### config.mk
export PLATFORM = sky130hd
export DESIGN_NAME = imm_extender_pipe
export DESIGN_NICKNAME = d
export VERILOG_FILES = /design/src/rtl/imm_extender_pipe_pkg.sv /design/src/rtl/imm_format_xlen.sv /design/src/rtl/imm_extender_pipe.sv
export SDC_FILE = /design/constraint.sdc
export NUM_CORES = 1
export LEC_CHECK = 0
export CAP_MARGIN = 25
export CORE_ASPECT_RATIO = 0.8
export CORE_MARGIN = 3
export CORE_UTILIZATION = 36
export DETAILED_ROUTE_END_ITERATION = 10
export SLEW_MARGIN = 15
export SYNTH_ARGS = -nofsm -noshare
export SYNTH_HDL_FRONTEND = slang
export SYNTH_SLANG_ARGS = --single-unit
### constraint.sdc
create_clock -name CLK -period 1.6 [get_ports CLK]
set_input_delay 0.32 -clock CLK [delete_from_list [all_inputs] [get_ports CLK]]
set_output_delay 0.32 -clock CLK [all_outputs]
set_load 0.05 [all_outputs]
### src/rtl/imm_extender_pipe_pkg.sv
// Shared types for the immediate extender: format select encoding and the
// output skid-buffer state.
package imm_extender_pipe_pkg;

    typedef enum logic [2:0] {
        IMM_I    = 3'b000,
        IMM_S    = 3'b001,
        IMM_B    = 3'b010,
        IMM_U    = 3'b011,
        IMM_J    = 3'b100,
        IMM_Z    = 3'b101,
        IMM_SH   = 3'b110,
        IMM_RSVD = 3'b111
    } imm_sel_e;

    typedef enum logic [1:0] {
        ST_EMPTY = 2'd0,
        ST_FULL  = 2'd1,
        ST_SKID  = 2'd2
    } skid_state_e;

endpackage

### src/rtl/imm_format_xlen.sv
// Combinational immediate extraction and extension from instr[31:7] to XLEN
// bits; the reserved select yields the I-type result with IMM_ERR raised.
module imm_format_xlen #(
    parameter int unsigned XLEN = 32
) (
    input  logic [2:0]      IMM_SEL,
    input  logic [24:0]     IR,
    output logic [XLEN-1:0] IMM,
    output logic            IMM_ERR
);
    import imm_extender_pipe_pkg::*;

    // Indexed by instruction bit position so the field slices read like the ISA manual.
    logic [31:7]     w_instr;
    logic [XLEN-1:0] w_sign;

    assign w_instr = IR;
    assign w_sign  = {XLEN{w_instr[31]}};

    always_comb begin
        IMM     = '0;
        IMM_ERR = 1'b0;
        case (imm_sel_e'(IMM_SEL))
            IMM_I: begin
                IMM       = w_sign;
                IMM[11:0] = w_instr[31:20];
            end
            IMM_S: begin
                IMM       = w_sign;
                IMM[11:0] = {w_instr[31:25], w_instr[11:7]};
            end
            IMM_B: begin
                IMM       = w_sign;
                IMM[12:0] = {w_instr[31], w_instr[7], w_instr[30:25], w_instr[11:8], 1'b0};
            end
            IMM_U: begin
                IMM       = w_sign;
                IMM[31:0] = {w_instr[31:12], 12'b0};
            end
            IMM_J: begin
                IMM       = w_sign;
                IMM[20:0] = {w_instr[31], w_instr[19:12], w_instr[20], w_instr[30:21], 1'b0};
            end
            IMM_Z: begin
                IMM[4:0] = w_instr[19:15];
            end
            IMM_SH: begin
                if (XLEN == 64) IMM[5:0] = w_instr[25:20];
                else            IMM[4:0] = w_instr[24:20];
            end
            IMM_RSVD: begin
                IMM       = w_sign;
                IMM[11:0] = w_instr[31:20];
                IMM_ERR   = 1'b1;
            end
            default: ;
        endcase
    end

endmodule

### src/rtl/imm_extender_pipe.sv
// One-cycle pipelined immediate extender with valid/ready on both sides and a
// 2-entry (main + skid) output buffer; IN_READY is registered from state only.
module imm_extender_pipe #(
    parameter int unsigned XLEN  = 32,
    parameter int unsigned TAG_W = 4
) (
    input  logic             CLK,
    input  logic             RST,
    input  logic             IN_VALID,
    output logic             IN_READY,
    input  logic [2:0]       IMM_SEL,
    input  logic [24:0]      IR,
    input  logic [TAG_W-1:0] IN_TAG,
    output logic             OUT_VALID,
    input  logic             OUT_READY,
    output logic [XLEN-1:0]  IMM,
    output logic [TAG_W-1:0] OUT_TAG,
    output logic             IMM_ERR
);
    import imm_extender_pipe_pkg::*;

    skid_state_e      r_state;
    skid_state_e      w_next_state;
    logic             r_in_ready;
    logic [XLEN-1:0]  r_main_imm;
    logic [TAG_W-1:0] r_main_tag;
    logic             r_main_err;
    logic [XLEN-1:0]  r_skid_imm;
    logic [TAG_W-1:0] r_skid_tag;
    logic             r_skid_err;

    logic [XLEN-1:0]  w_imm;
    logic             w_err;
    logic             w_accept;
    logic             w_drain;
    logic             w_load_main;
    logic             w_load_skid;
    logic             w_promote;

    imm_format_xlen #(.XLEN(XLEN)) u_format (
        .IMM_SEL (IMM_SEL),
        .IR      (IR),
        .IMM     (w_imm),
        .IMM_ERR (w_err)
    );

    assign w_accept  = IN_VALID && r_in_ready;
    assign w_drain   = (r_state != ST_EMPTY) && OUT_READY;
    assign IN_READY  = r_in_ready;
    assign OUT_VALID = (r_state != ST_EMPTY);
    assign IMM       = r_main_imm;
    assign OUT_TAG   = r_main_tag;
    assign IMM_ERR   = r_main_err;

    always_comb begin
        w_next_state = r_state;
        w_load_main  = 1'b0;
        w_load_skid  = 1'b0;
        w_promote    = 1'b0;
        case (r_state)
            ST_EMPTY: begin
                if (w_accept) begin
                    w_next_state = ST_FULL;
                    w_load_main  = 1'b1;
                end
            end
            ST_FULL: begin
                if (w_accept && w_drain) begin
                    w_load_main = 1'b1;
                end else if (w_accept) begin
                    w_next_state = ST_SKID;
                    w_load_skid  = 1'b1;
                end else if (w_drain) begin
                    w_next_state = ST_EMPTY;
                end
            end
            // IN_READY is low here, so no accept can coincide with the promote.
            ST_SKID: begin
                if (w_drain) begin
                    w_next_state = ST_FULL;
                    w_promote    = 1'b1;
                end
            end
            default: w_next_state = ST_EMPTY;
        endcase
    end

    always_ff @(posedge CLK) begin
        if (RST) begin
            r_state    <= ST_EMPTY;
            r_in_ready <= 1'b0;
            r_main_imm <= '0;
            r_main_tag <= '0;
            r_main_err <= 1'b0;
            r_skid_imm <= '0;
            r_skid_tag <= '0;
            r_skid_err <= 1'b0;
        end else begin
            r_state    <= w_next_state;
            r_in_ready <= (w_next_state != ST_SKID);
            if (w_load_main) begin
                r_main_imm <= w_imm;
                r_main_tag <= IN_TAG;
                r_main_err <= w_err;
            end else if (w_promote) begin
                r_main_imm <= r_skid_imm;
                r_main_tag <= r_skid_tag;
                r_main_err <= r_skid_err;
            end
            if (w_load_skid) begin
                r_skid_imm <= w_imm;
                r_skid_tag <= IN_TAG;
                r_skid_err <= w_err;
            end
        end
    end

endmodule

==> metrics.yaml, run 1 <==
ys_async_sr_fraction: 0
dieArea_mm2: 0.01269
hold_class: "flip-flop to flip-flop"
slowest_stage: "clkdlybuf4s50_1"
clk_latency_ps: 340
io_buffers: 74
final_net_count: 609
yosys_warnings: 0
vias: 3875
worst_slew_pin_slew_ps: 509.2
cp_cell_sequence: "clkdlybuf4s50_1 > buf_4 > mux2i_1 > o22ai_2 > nor2_1 > a211oi_2"
min_period_ps: 1546
antenna_left: 0
critPathTopFamily: "buffers and inverters"
layout-drive-gt1-share: 0.3414
ys_ff_latch: 77
path_class: "primary input to flip-flop"
synth_flop_cell: "dfxtp_1"
synthDistinctLibCells: 49
rsz0062_at_grt: "no"
areaGrowthSynthToFinish_pct: 46.76
cts_tree: "built"
coreArea_mm2: 0.01098
die_x_um: 125.2
fmaxAchievable_ghz: 0.6467
post-route-util: 0.5471
drc_errors: 0
startpoint: "IR[24]"
holdBufCountCts: 0
clock-sinks: 77
grt_overflow: 0
synth_edf_count: 0
slowest_delay_ps: 630
dr.pass1.iters: 4
die_h_um: 101.4
start_kind: "primary input"
cts_root_buf: "clkbuf_16"
hold_viol_final: 0
fin_crit_sh: 0.9665
cap_violations: 0
antenna_cells: 0
crit_cells: 6
cts.path.max_buffers: 2
r2r_setup_slack_ps: 150
critPathArrivalTime_ps: 1810
cp_max_fo: 10
maxSlewHeadroom: 0.6605
critPathBufInv: 2
place.gp.congestion: 0.8281
rr_endpoint: "r_skid_imm[2]$_SDFFE_PP0P_"
track_usage: 0.1890
first_iter_violations: 255
cp-endpoint: "IMM[24]$_SDFFE_PP0P_"
crit_required_ps: 1860
clkTransAtPathRegs_ps: 60
postPlaceCellArea_mm2: 0.005465
start_util: 0.3728
netlist_area_mm2: 0.004091
grt_max_degree: 35
synth_nets: 503
htreeDepth: 3
hpwl_um: 8360
finalSetupTns_ps: 0
p_leak_nw: 2.225
r2r-start: "r_state[0]$_SDFF_PP0_"
numCtsBuffers: 9
rows: 34
fin_skew_ps: 4.176
pin_count: 75
fin_area_mm2: 0.006005
post_drt_wl_per_cell_um: 16.85
maxSlewViolCount: 0
status: "completed"
seq_area_frac_synth: 0.3768
synthCells: 467
grt_pass1_wl_um: 19430
worst_setup_path_end_kind: "flip-flop"
syn_area_per_cell_um2: 8.761
grt_pass1_vias: 3814
powerDensity_mw_per_mm2: 910.5
antenna_found_initial: 0
ir_worst_vdd_uv: 436.4
finalSetupViolCount: 0
routed_via_density: 5.374
wl_um: 12150
reg2reg_depth: 5
layer usage:
layer,vias to the layer above,wire [um],GRT usage
met5,-,0,0
met4,0,104,0.05667
met3,10,658,0.05008
met2,101,5801,0.3094
met1,1869,5587,0.2478
li1,1895,-,-
report_power, final:
part	internal [W]	switching, W	leakage (nW)
clock network	0.00124	0.000778	0.145
registers	0.00201	0.0000766	0.628
logic	0.000633	0.000734	1.45
total	0.00388	0.00159	2.22
Yosys cell counts (all sizes together), types with 4 or more instances:
cell type | number | share of area
nor2 | 47 | 0.045
nand3 | 7 | 0.0086
a2111oi | 9 | 0.024
o21ai | 13 | 0.016
nor3 | 18 | 0.026
and3 | 8 | 0.012
nor3b | 4 | 0.0073
buf | 33 | 0.067
a211oi | 22 | 0.065
a311oi | 14 | 0.039
nand3b | 15 | 0.028
nand2 | 77 | 0.071
o22ai | 11 | 0.032
clkbuf | 13 | 0.014
a31o | 9 | 0.019
nand2b | 4 | 0.0067
mux2i | 13 | 0.032
dfxtp | 77 | 0.38
a21oi | 56 | 0.073
per-stage QoR:
stage | setup WS, ps | hold WS (ps) | instances | total power [W]
2_1_floorplan | 113.2 | 436.6 | 467 | 0.002841
3_3_place_gp | -538.2 | 442.0 | 702 | 0.003386
3_5_place_dp | -556.7 | 448.0 | 702 | 0.003402
4_1_cts | 10.24 | 449.3 | 720 | 0.005439
5_1_grt | 18.73 | 468.2 | 721 | 0.005669
6_report | 53.62 | 460.0 | 721 | 0.005467
state kept, by name, indices dropped and copies added, names as in the netlist:
name        flops
IMM            32
IMM_ERR         1
IN_READY        1
OUT_TAG         4
r_skid_err      1
r_skid_imm     32
r_skid_tag      4
r_state         2
cell usage in the layout (no fill, tap or decap), drive strengths merged, types with 2 or more instances in the layout:
cell type | Yosys | routed
a2111oi | 9 | 9
inv | 2 | 2
nor2b | 2 | 2
o21ai | 13 | 13
nor3b | 4 | 4
clkinv | 0 | 3
a31o | 9 | 9
o22ai | 11 | 11
and3 | 8 | 8
a21oi | 56 | 56
and2 | 2 | 2
nand3 | 7 | 7
a311oi | 14 | 14
dfxtp | 77 | 77
dlygate4sd2 | 0 | 2
nand2b | 4 | 4
nor3 | 18 | 18
a211oi | 22 | 22
nand3b | 15 | 15
dlymetal6s2s | 0 | 3
clkdlybuf4s50 | 0 | 29
nor2 | 47 | 47
maj3 | 1 | 2
clkbuf | 13 | 11
buf | 33 | 106
and3b | 2 | 2
nand2 | 77 | 77
mux2i | 13 | 13
layout make-up:
class	instances	area (um2)
fill	972	4971
multi-input combinational	343	2389
timing repair buffer	140	1594
sequential	77	1543
clock buffer	11	242.7
tap	144	180.2
clock inverter	4	48.80
inverter	2	7.507
kinds of logic (layout without fill, tap and decap cells):
logic type / Yosys count / after routing / share of synthesized area
AND/OR/NAND/NOR: 189 / 189 / 0.2245
adder cells (fa/ha/maj): 1 / 2 / 0.002752
buffers and inverters: 48 / 157 / 0.08287
XOR/XNOR: 1 / 1 / 0.003977
flip-flops: 77 / 77 / 0.3768
AO/OA/AOI/OAI: 137 / 137 / 0.2746
multiplexers: 14 / 14 / 0.03456
worst min path at each step:
stage	startpoint	endpoint	slack, ps	depth (start not counted)
6_report	r_skid_imm[10]$_SDFFE_PP0P_	r_skid_imm[10]$_SDFFE_PP0P_	460	2
5_1_grt	RST	IMM[26]$_SDFFE_PP0P_	470	3
4_1_cts	RST	IMM[23]$_SDFFE_PP0P_	450	3
3_5_place_dp	r_skid_imm[2]$_SDFFE_PP0P_	IMM[2]$_SDFFE_PP0P_	450	2
3_3_place_gp	r_skid_tag[1]$_SDFFE_PP0P_	r_skid_tag[1]$_SDFFE_PP0P_	440	2
2_1_floorplan	r_skid_err$_SDFFE_PP0P_	r_skid_err$_SDFFE_PP0P_	440	2
worst min-delay path: stages, from the launching register on:
cell     delay, ps
dfxtp_1        310
nand2_1         50
a21oi_1         50
what timing repair did:
| action | 4_1_cts | 5_1_grt |
|---|---|---|
| hold endpoints to repair | 0 | 0 |
| setup endpoints to repair | 59 | 48 |
| setup buffers | 3 | 0 |
| resized for setup | 16 | 30 |
| gates cloned | 0 | 1 |
| pin swaps | 1 | 4 |
Power figures use the tool's default switching activity.
==> run 2: changes to the inputs <==
CELL_PAD_IN_SITES_DETAIL_PLACEMENT = 1   (was default)
CELL_PAD_IN_SITES_GLOBAL_PLACEMENT = 1   (was default)
PLACE_DENSITY_LB_ADDON = 0.1   (was default)
==> run 2 against run 1 <==
- power shrank 0.99%
- register-to-register slack gained 20 ps
- sequential share of layout area grew 1.2 points
- combinational power shrank 8%
- worst hold slack lost 1.9 ps
- die area is the same
- setup slack lost 12 ps
==> metrics.yaml, run 2 (synthesized netlist as in run 1, its figures left out) <==
status: "completed"  # unchanged
reg2reg_depth: 6  # was 5
worst_setup_path_end_kind: "output pin"  # was flip-flop
cts_root_buf: "clkbuf_16"  # unchanged
fin_skew_ps: 7.406  # was 4.176 ps
die_h_um: 101.4  # unchanged
cts_tree: "built"  # unchanged
hold_ws_ps: 458.1  # was 460.0 ps
fin_crit_sh: 0.9738  # was 0.9665
slowest_stage: "dfxtp_2"  # was clkdlybuf4s50_1
hpwl_um: 9503  # was 8360 um
dieArea_mm2: 0.01269  # unchanged
p_sw_w: 0.001614  # was 0.001589 W
r2r-start: "r_state[1]$_SDFF_PP0_"  # was r_state[0]$_SDFF_PP0_
min_path_cells: 2  # unchanged
pin_count: 75  # unchanged
wl_um: 13160  # was 12150 um
layout_commonest_cell: "buf_4"  # was dfxtp_1
layout-drive-gt1-share: 0.3322  # was 0.3414
cp_max_fo: 7  # was 10
slowest_delay_ps: 340  # was 630 ps
post-route-util: 0.5223  # was 0.5471
finalSetupViolCount: 0  # unchanged
antenna_found_initial: 0  # unchanged
maxSlewHeadroom: 0.6989  # was 0.6605
areaGrowthSynthToFinish_pct: 40.12  # was 46.76%
die_x_um: 125.2  # unchanged
ir_worst_vdd_uv: 451.7  # was 436.4 uV
p_leak_nw: 2.175  # was 2.225 nW
grt_max_degree: 32  # was 35
path_class: "flip-flop to output pin"  # was primary input to flip-flop
p_total_w: 0.005413  # was 0.005467 W
vias: 3864  # was 3875
critPathBufInv: 2  # unchanged
antenna_left: 0  # unchanged
critPathTopFamily: "flip-flops"  # was buffers and inverters
track_usage: 0.2143  # was 0.1890
worst_slew_pin_slew_ps: 450.7  # was 509.2 ps
start_kind: "flip-flop"  # was primary input
hold_viol_final: 0  # unchanged
grt_overflow: 0  # unchanged
postPlaceCellArea_mm2: 0.005368  # was 0.005465 mm2
hold_class: "flip-flop to flip-flop"  # unchanged
hp-start: "r_skid_imm[8]$_SDFFE_PP0P_"  # was r_skid_imm[10]$_SDFFE_PP0P_
fin_area_mm2: 0.005733  # was 0.006005 mm2
maxSlewViolCount: 0  # unchanged
min_period_ps: 1558  # was 1546 ps
io_buffers: 74  # unchanged
dr.pass1.iters: 4  # unchanged
post_drt_wl_per_cell_um: 18.15  # was 16.85 um
drc_errors: 0  # unchanged
first_iter_violations: 176  # was 255
grt_pass1_vias: 4142  # was 3814
r2r_setup_slack_ps: 170  # was 150 ps
rows: 34  # unchanged
numCtsBuffers: 9  # unchanged
fillers: 1278  # was 972
power_frac_seq: 0.382  # was 0.381
fmaxAchievable_ghz: 0.6418  # was 0.6467 GHz
clock-sinks: 77  # unchanged
rr_endpoint: "IMM[17]$_SDFFE_PP0P_"  # was r_skid_imm[2]$_SDFFE_PP0P_
coreArea_mm2: 0.01098  # unchanged
crit_required_ps: 1280  # was 1860 ps
post_cts_buffers: 0  # was 3
mostFrequentLayoutCells: "buf_4 (86), nand2_1 (76), dfxtp_1 (75), a21oi_1 (51), nor2_1 (46)"  # was dfxtp_1 (76), nand2_1 (75), buf_4 (64), a21oi_1 (51), nor2_1 (46)
clk_latency_ps: 340  # about the same
cts.path.max_buffers: 2  # unchanged
powerDensity_mw_per_mm2: 944.2  # was 910.5 mW/mm2
routed_via_density: 5.330  # was 5.374
start_util: 0.3728  # unchanged
final_net_count: 612  # was 609
combPwrFrac: 0.232  # was 0.250
switching_share: 0.2981  # was 0.2906
rsz0062_at_grt: "no"  # unchanged
grt_pass1_wl_um: 21740  # was 19430 um
p_clk_frac: 0.386  # was 0.369
htreeDepth: 3  # unchanged
place.gp.congestion: 0.8102  # was 0.8281
critPathArrivalTime_ps: 1240  # was 1810 ps
cp_cell_sequence: "buf_4 > or2_4 > buf_12"  # was clkdlybuf4s50_1 > buf_4 > mux2i_1 > o22ai_2 > nor2_1 > a211oi_2
antenna_cells: 0  # unchanged
p_int_w: 0.003799  # was 0.003878 W
worst_hold_path.endpoint: "r_skid_imm[8]$_SDFFE_PP0P_"  # was r_skid_imm[10]$_SDFFE_PP0P_
cap_violations: 0  # unchanged
clkTransAtPathRegs_ps: 60  # about the same
run 2: cell count changes in the layout (fill, tap and decap cells not counted), sizes merged:
cell          before  now
buf              106  110
clkinv             3    1
clkinvlp           0    2
dlygate4sd2        2    4
dlymetal6s2s       3    1
inv                2    3
maj3               2    1
run 2: power by group through the flow:
| stage | logic [W] | registers, W | clock network [W] |
|---|---|---|---|
| floorplan | 0.000504 | 0.00234 | 0 |
| global placement | 0.00122 | 0.00211 | 0 |
| detailed placement | 0.00124 | 0.00211 | 0 |
| CTS | 0.00126 | 0.00207 | 0.00214 |
| global route | 0.00134 | 0.00208 | 0.00222 |
| finish | 0.00126 | 0.00207 | 0.00209 |
run 2: worst max-delay path by stage:
stage                                     start                          end  slack [ps]  depth (start not counted)
after global placement               IMM_SEL[2]  r_skid_imm[14]$_SDFFE_PP0P_        -560                          7
after detailed placement             IMM_SEL[2]  r_skid_imm[14]$_SDFFE_PP0P_        -640                          7
after CTS                              IN_VALID   r_skid_imm[1]$_SDFFE_PP0P_         0.5                          5
after global routing                   IN_VALID          IMM[3]$_SDFFE_PP0P_           2                          6
final                     r_state[1]$_SDFF_PP0_                    OUT_VALID          40                          3
after floorplan             IN_READY$_SDFF_PP0_          IMM[3]$_SDFFE_PP0P_         110                          6
run 2: worst reg2reg max path: stages (launching register included):
cell     delay (ps)
dfxtp_2         360
buf_4           160
and3b_1         270
buf_12          190
nand2_1          70
a31o_1          210
a21oi_1         120
run 2: stage by stage:
stage	setup slack (ps)	setup TNS, ps	std cells
floorplan	113.2	0	467
global route	2.264	0	725
detailed placement	-636.2	-28980	709
finish	41.98	0	725
CTS	0.4551	0	725
global placement	-557.7	-26290	709
run 2: per-layer routing:
metal | wire (um) | share of wire | track usage
met2 | 6302 | 0.48 | 0.3622
met5 | 0 | 0 | 0
met4 | 169 | 0.013 | 0.06917
met3 | 630 | 0.048 | 0.05113
met1 | 6058 | 0.46 | 0.2733
run 2: layout make-up:
type	count	area (um2)	share of cell area
Multi-Input combinational cell	342	2268	0.3957
Sequential cell	77	1544	0.2693
Timing Repair Buffer	144	1431	0.2497
Clock buffer	11	242.7	0.04234
Tap cell	144	180.2	0.03143
Clock inverter	5	58.81	0.01026
Inverter	2	7.507	0.001309
run 2: what timing repair did:
action / 4_1_cts / 5_1_grt
pin swaps: 1 / 0
hold buffers: 0 / 0
setup endpoints to repair: 58 / 19
resized for setup: 15 / 10
==> edit, RTL diff (config.mk and constraints of run 1) <==
The parameter `TAG_W` goes from 4 to 6.
--- a/src/rtl/imm_extender_pipe.sv
+++ b/src/rtl/imm_extender_pipe.sv
@@ -3,5 +3,5 @@
 module imm_extender_pipe #(
     parameter int unsigned XLEN  = 32,
-    parameter int unsigned TAG_W = 4
+    parameter int unsigned TAG_W = 6
 ) (
     input  logic             CLK,
Interface: changed (resized IN_TAG and OUT_TAG); port bits go from 75 to 79. No check against the original RTL was run, so the function may have changed too.
==> edit against run 1 <==
The flow now finishes with violations (negative setup slack). Register-to-register slack worse by 0.09 ns. Design area down 0.27%. Worst setup slack worse by 0.056 ns. Sequential cell count up 4. Power up 1.7%. Fmax down 3.5%. Count of clock-buffer cells in the layout unchanged. Wire length up 5.2%. Core utilization down 0.36 points. Via count up 4.7%. Die area up 0.46%. Area after synthesis up 0.49%. Highest routed layer unchanged.
==> edit: results (changes against run 1) <==
| Metric | Value |
|---|---|
| Status | `finished, violations left` |
| Failing checks | `negative setup slack` |
| Avg Synthesized Cell Area | `8.44 um2 (-3.6%)` |
| Net Sw Frac | `29.9% (+0.83 points)` |
| CP Class | `input pin to flop` |
| Final Setup Violations | `1 (+1)` |
| Clk_skew | `0.00727 ns (+0.00309 ns)` |
| Worst Hold Depth | `2 (unchanged)` |
| Worst stage delay on the critical path | `0.47 ns (-0.16 ns)` |
| Initial antenna violation count | `0 (unchanged)` |
| Reg-to-reg slack, setup | `0.06 ns (-0.09 ns)` |
| Worst slack, placed | `-0.461 ns (+0.0961 ns)` |
| Routed vias | `4,058 (+4.7%)` |
| Fin nets | `634 (+4.1%)` |
| All-Layer GR Usage | `19.7% (+0.81 points)` |
| Post-synth top cells | `nand2_1 (84), dfxtp_1 (81), a21oi_1 (56)` |
| WL final | `12,800 um (+5.2%)` |
| CP max stage cell | `clkdlybuf4s50_1` |
| Endpoint, Worst Hold | `IN_READY` |
| First-pass GRT wire length | `20,200 um (+4.2%)` |
| Share of cells above drive strength 1 | `31.9% (-2.2 points)` |
| Vias in the first global route | `3,987 (+4.5%)` |
| Synth cell types | `52 (+6.1%)` |
| Top Family by Delay on Critical Path | `simple AND/OR/NAND/NOR gates` |
| Dpl hpwl | `8310 um (-0.59%)` |
| I/O Buffers | `78 (+5.4%)` |
| Sequential area share after synthesis | `39.4% (+1.8 points)` |
| Reg2reg start | `r_state[1]` |
| Crit path from | `IN_VALID` |
| TritonCTS Buffers | `9 (unchanged)` |
| Largest cells by area after synthesis | `dfxtp_1 (39%), nand2_1 (7.7%), a21oi_1 (6.8%)` |
| DRT iter0 DRCs | `382 (+50%)` |
| Min-delay src | `RST` |
| Largest net degree at the start of global routing | `61 (+74%)` |
| HP Class | `input pin to flop` |
| Peak supply drop | `0.619 mV (+42%)` |
| Worst hold slack | `0.296 ns (-0.164 ns)` |
| Crit Path Max Fanout | `7 (-3)` |
| Relative slew margins | `68.1% (+2.0 points)` |
| Final setup margin | `-0.00233 ns (-0.0559 ns)` |
| Reg2Reg Depth | `4 (-1)` |
| Mapped Nets | `525 (+4.4%)` |
| GPL Wtd Cong | `0.912 (+10%)` |
| Static leakage | `0.00222 uW (-0.12%)` |
| Drt pass-1 iters | `5 (+1)` |
| Fill count | `979 (+0.72%)` |
## edit: per-stage QoR
step,setup TNS [ns],cell area [um2],power (uW),std cells
floorplan,0,4110,2930,487
global placement,-25.65,5340,3400,719
detailed placement,-28.07,5340,3410,719
CTS,-0.0643,5730,5500,737
global route,-0.497,5990,5770,745
finish,-0.00233,5990,5560,745
## edit: worst register-to-register path: cells and delay by family, from the launching register on
kind	cells	cell delay (ns)
AND/OR/NAND/NOR	3	0.64
flip-flops	1	0.34
AO/OA/AOI/OAI	1	0.45
## edit: routing by layer
layer	vias to the layer above	share of wire [%]	GRT usage [%]
met5	-	0	0
met4	0	1.2	5.42
met3	15	6.3	5.75
met2	134	44	30.9
met1	1947	48	26.7
li1	1962	-	-
## edit: cell families (layout without fill, tap and decap cells)
group	count (synthesis)	count (layout)	share of synthesized area, %
xor gates and xnor gates	1	1	0.396
buffers and inverters	50	162	8.34
AOI/OAI and AO/OA	141	141	25.1
and+or+nand+nor	199	200	23.0
muxes	14	14	3.44
DFF	81	81	39.4
adders and majority gates	1	2	0.274
## edit: area by class of cell
class	instances	area share, %
clock buffers	11	3.89
clock inverters	5	0.940
inverters	2	0.188
multi-input cells	358	39.9
flip-flops and latches	81	27.1
well taps	144	3.01
repair buffers	144	25.0
## edit: what timing repair did
item | in CTS | in global routing
gates cloned | 1 | 1
setup buffers | 1 | 7
endpoints found under the setup margin | 54 | 52
resized for setup | 17 | 37
pin swaps | 7 | 8
## edit: power groups by stage
stage,Combinational (uW),Clock [uW],Sequential (uW)
after global placement,1180,0,2220
after detailed placement,1200,0,2220
after floorplan,469,0,2460
after CTS,1240,2090,2180
final,1330,2050,2180
after global routing,1400,2190,2180
